===== config.mk =====
export PLATFORM = sky130hd
export DESIGN_NAME = ram16k_bist
export DESIGN_NICKNAME = d
export VERILOG_FILES = /design/src/rtl/ram16k_bist_pkg.sv /design/src/rtl/ram16k_bist.sv
export SDC_FILE = /design/constraint.sdc
export NUM_CORES = 1
export LEC_CHECK = 0
export BUFFER_PORTS_ARGS = -buffer_cell sky130_fd_sc_hd__buf_2
export CAP_MARGIN = 20
export CORE_ASPECT_RATIO = 1.5
export CORE_UTILIZATION = 36
export CTS_BUF_LIST = sky130_fd_sc_hd__clkbuf_8
export CTS_CLUSTER_DIAMETER = 150
export CTS_CLUSTER_SIZE = 30
export DETAILED_ROUTE_END_ITERATION = 8
export SETUP_SLACK_MARGIN = 0.5
export SYNTH_ARGS = -nofsm -noshare
export SYNTH_HDL_FRONTEND = slang
export SYNTH_SLANG_ARGS = --single-unit

===== constraint.sdc =====
create_clock -name clk -period 3.3 [get_ports clk]
set_input_delay 0 -clock clk [delete_from_list [all_inputs] [get_ports clk]]
set_output_delay 0 -clock clk [all_outputs]
set_load 0.05 [all_outputs]

===== src/rtl/ram16k_bist_pkg.sv =====
// Shared types and the test pattern for the 16K x 16 RAM self-test.
package ram16k_bist_pkg;

    localparam int ADDR_W_DEF = 14;
    localparam int DATA_W_DEF = 16;

    typedef enum logic [2:0] {
        IDLE,
        W0,
        R0,
        W1,
        R1,
        DONE
    } state_t;

    function automatic logic [DATA_W_DEF-1:0] pat(
        input logic [DATA_W_DEF-1:0] a,
        input logic [DATA_W_DEF-1:0] seed,
        input logic                  phase
    );
        logic [DATA_W_DEF-1:0] p;
        p = a ^ seed;
        return phase ? ~p : p;
    endfunction

endpackage


===== src/rtl/ram16k_bist.sv =====
// March-style write/compare BIST for ram16k: seeded pattern, then its inverse.
// Stops at the first mismatch and holds the failing address and data.
module ram16k_bist
    import ram16k_bist_pkg::*;
#(
    parameter int ADDR_W    = ADDR_W_DEF,
    parameter int DATA_W    = DATA_W_DEF,
    parameter int LAST_ADDR = 2**ADDR_W - 1
) (
    input  logic              clk,
    input  logic              reset,
    input  logic              start,
    input  logic [DATA_W-1:0] seed,
    output logic              busy,
    output logic              done,
    output logic              pass,
    output logic [ADDR_W-1:0] fail_addr,
    output logic [DATA_W-1:0] fail_data,
    output logic [DATA_W-1:0] ram_value,
    output logic              ram_load,
    output logic [ADDR_W-1:0] ram_address,
    input  logic [DATA_W-1:0] ram_out
);

    localparam logic [ADDR_W-1:0] LAST = ADDR_W'(LAST_ADDR);

    state_t            state, state_n;
    logic [ADDR_W-1:0] cnt, cnt_n;
    logic [DATA_W-1:0] seed_q, seed_n;
    logic              pass_n;
    logic [ADDR_W-1:0] fail_addr_n;
    logic [DATA_W-1:0] fail_data_n;
    logic [DATA_W-1:0] expect_w;
    logic              load_n;
    logic [DATA_W-1:0] value_n;

    always_comb begin
        state_n     = state;
        cnt_n       = cnt;
        seed_n      = seed_q;
        pass_n      = pass;
        fail_addr_n = fail_addr;
        fail_data_n = fail_data;
        expect_w    = pat(DATA_W'(cnt), seed_q, state == R1);
        unique case (state)
            IDLE, DONE: begin
                if (start) begin
                    state_n     = W0;
                    cnt_n       = '0;
                    seed_n      = seed;
                    pass_n      = 1'b0;
                    fail_addr_n = '0;
                    fail_data_n = '0;
                end
            end
            W0, W1: begin
                if (cnt == LAST) begin
                    state_n = (state == W0) ? R0 : R1;
                    cnt_n   = '0;
                end else begin
                    cnt_n = cnt + 1'b1;
                end
            end
            R0, R1: begin
                if (ram_out != expect_w) begin
                    state_n     = DONE;
                    cnt_n       = '0;
                    pass_n      = 1'b0;
                    fail_addr_n = cnt;
                    fail_data_n = ram_out;
                end else if (cnt == LAST) begin
                    cnt_n = '0;
                    if (state == R0) begin
                        state_n = W1;
                    end else begin
                        state_n = DONE;
                        pass_n  = 1'b1;
                    end
                end else begin
                    cnt_n = cnt + 1'b1;
                end
            end
            default: begin
                state_n = IDLE;
                cnt_n   = '0;
            end
        endcase
    end

    // RAM drive is derived from the next state so the port is fully registered.
    always_comb begin
        load_n  = (state_n == W0) || (state_n == W1);
        value_n = '0;
        if (load_n)
            value_n = pat(DATA_W'(cnt_n), seed_n, state_n == W1);
    end

    always_ff @(posedge clk) begin
        if (reset) begin
            state       <= IDLE;
            cnt         <= '0;
            seed_q      <= '0;
            busy        <= 1'b0;
            done        <= 1'b0;
            pass        <= 1'b0;
            fail_addr   <= '0;
            fail_data   <= '0;
            ram_value   <= '0;
            ram_load    <= 1'b0;
            ram_address <= '0;
        end else begin
            state       <= state_n;
            cnt         <= cnt_n;
            seed_q      <= seed_n;
            busy        <= (state_n != IDLE) && (state_n != DONE);
            done        <= (state_n == DONE);
            pass        <= pass_n;
            fail_addr   <= fail_addr_n;
            fail_data   <= fail_data_n;
            ram_value   <= value_n;
            ram_load    <= load_n;
            ram_address <= cnt_n;
        end
    end

endmodule


==> impl_results.md <==
* Status: finished, final reports clean
* IO Pins at 99
* Overflow after GRT at 0
* Largest net degree at the start of global routing at between 60 and 70
* Fin nets at 770
* Setup Crit Path Kind: reg2reg
* Clk slew on worst S/H paths at ~90 ps
* DIE HEIGHT at roughly 140 microns
* Static leakage at around 2.7 nW
* Yosys top cell area share at approximately a third
* Max_cap viols at 0
* Most common cell in the netlist: dfxtp_1
* Vias in the first global route at approximately 5000
* Layout cell share with drive strength beyond 1 at around 32%
* Hpwl dp at between 10000 and 15000 microns
* Worst skew pair latency at between 300 and 400 ps
* Detailed Route WL at about 18000 microns
* Total design power at around 2.3 mW
* Top cells by count, synth: 83 x dfxtp_1, 78 x nand3_1, 65 x nor2_1, 60 x nand2_1, 50 x a21oi_1
* Setup TNS at 0 ps
* Crit Path Max Fanout at 5
* Routed wire per std cell at a little over 20 microns
* Num rows at 51
* CORE AREA at ~13000 sq um
* Unrepaired setup endpoints after global routing: true
* Routed Antenna Nets at 0
* Netlist cell types at 57
* Met2 wire length at 9290 microns
* CTS sink count at 83
* Initial Util at 36.73%
* Peak supply drop at 257.5 uV
* DRC viols at 0
* YS warnings at 0
* Synth Flop Type: dfxtp_1
* Clk_skew at 9.216 ps
* EDFF count, synth at 0
* HP Start: seed[4]
* Fin crit period at around 2800 ps
* Critical Path Start Type: register
* GRT Total Usage at 26.52%
* Drt first-iter violations at approximately 600
* Worst hold path type: in2reg
* Placed Instances at 832
* Cell Area, Synth at 4758 sq um
* Worst setup EP type: register
* Clk root buf: clkbuf_8
* Mapped Cells at between 500 and 600
* Initial antenna violation count at 0
* Clock buffer depth at 2
* First-pass GRT wire length at 26830 microns
* IO buf count at between 90 and 100
* Critical path arrival at around 3200 ps
* Number of vias per cell at 5.978
* Async SR Flop Fraction at 0%
* Worst-margin pin slew at 966.4 ps
* Area Overhead vs Synth at 37.42%
* CTS tree: done
* Detailed-router iteration count before antenna repair at 5
* Final Instance Area at between 6000 and 7000 sq um
* Area of the die at around 14000 sq um
* Uppermost routed layer: met4
* Slew Viols, Final at 0
* Num CTS Buffers at 9
* H-tree depth at 3
* Die Wd at ~96 microns
* Sequential area share after synthesis at 34.92%
* Total number of vias at roughly 5400
* Syn Nets at ~630
* Fin crit share at roughly 86%
* Reg-to-reg startpoint: seed_q[10]
* Avg Inst Size Synth at roughly 8.0 sq um
* Maximum clock frequency at ~0.35 GHz
* Critical path startpoint: seed_q[10]
* Dominant cells by area after synthesis: dfxtp_1 35%, nand3_1 8.2%, a21oi_1 5.3%, nor2_1 5.1%, nand2_1 4.7%
* Final hold viol count at 0
* Post-DP Area at roughly 5500 sq um
* Setup violators final at 0
* Final Non-Filler Cells at 898
* Max-slew headroom at approximately 35%
* Required @ worst endpoint at approximately 3600 ps
* Number of diodes at 0
* Routed met3 length at 1178 microns
* GP Congestion at 0.8995
* M1 WL at between 6000 and 7000 microns
* #FFs+latches synth at 83
* Synth area leader: dfxtp_1
* PD cells at 356.3 nW/um^2
==> sequential cells by signal (all words and copies together) (netlist names) <==
register	flops
fail_data	16
ram_value	16
seed_q	16
cnt	14
fail_addr	14
state	3
busy	1
done	1
pass	1
ram_load	1
==> final timing paths <==
kind	cells after the start	slack, ps	to
worst max-delay path	9	450	ram_value[9]
worst min-delay path	4	50	seed_q[4]
worst max register to register	9	450	ram_value[9]
worst min register to register	2	450	fail_addr[8]
==> layout make-up <==
cell class / instances / area [sq um]
clock buffer: 9 / 123.9
clock inverter: 7 / 91.34
fill: 1240 / 6415
inverter: 3 / 11.26
multi-input combinational: 459 / 3163
sequential: 83 / 1699
tap: 159 / 198.9
timing repair buffer: 178 / 1251
==> per-layer routing <==
layer	GRT usage, %	up-vias
li1	-	2440
met1	31.84	2564
met2	45.00	294
met3	4.313	70
met4	13.28	0
met5	0	-
==> where the power goes <==
part | total [mW] | switching (mW) | internal (mW)
Clock | 0.837 | 0.411 | 0.426
Sequential | 1.04 | 0.0204 | 1.02
Combinational | 0.455 | 0.273 | 0.181
Total | 2.33 | 0.705 | 1.62
==> worst max-delay path, stage by stage, from the launching register on <==
cell and delay [ps]:
dfxtp_2 350, xnor3_1 370, or4_4 560, o22ai_4 240, nand3_4 130, buf_4 190
clkbuf_16 150, a311o_1 330, or4_1 400, o21ai_1 80
==> repair_timing <==
item,4_1_cts,5_1_grt
resized for setup,15,58
pin swaps,7,27
endpoints found under the hold margin,22,0
hold buffers,22,0
endpoints found under the setup margin,15,43
gates cloned,0,4
setup buffers,2,22
==> kinds of logic after synthesis <==
logic type               Yosys count  share of synthesized area [%]
flip-flops                        83                          34.92
AND/OR/NAND/NOR                  277                          28.24
multiplexers                      12                          2.630
XOR/XNOR                          35                          10.91
adder cells (fa/ha/maj)            1                         0.2629
buffers and inverters             50                          4.233
AO/OA/AOI/OAI                    134                          18.80
==> cell usage in the layout (no fill, tap or decap), types with 10 or more instances in the layout <==
cell,count
buf_2,99
nand3_1,76
dfxtp_1,69
nor2_1,63
nand2_1,58
buf_4,48
a21oi_1,44
dlygate4sd3_1,21
o21ai_0,16
nor3_1,14
xnor3_1,10
xor2_1,10
==> stage by stage <==
| stage | hold slack, ps | util, % | worst slack (ps) |
|---|---|---|---|
| after floorplan | 151.9 | - | 503.6 |
| after global placement | 286.0 | 42.54 | 274.8 |
| after detailed placement | 288.2 | 42.54 | 253.7 |
| after CTS | 44.62 | 46.55 | 479.4 |
| after global routing | 82.66 | 50.48 | 386.1 |
| final | 48.57 | 50.48 | 454.9 |
(Power assumes the default switching activity.)
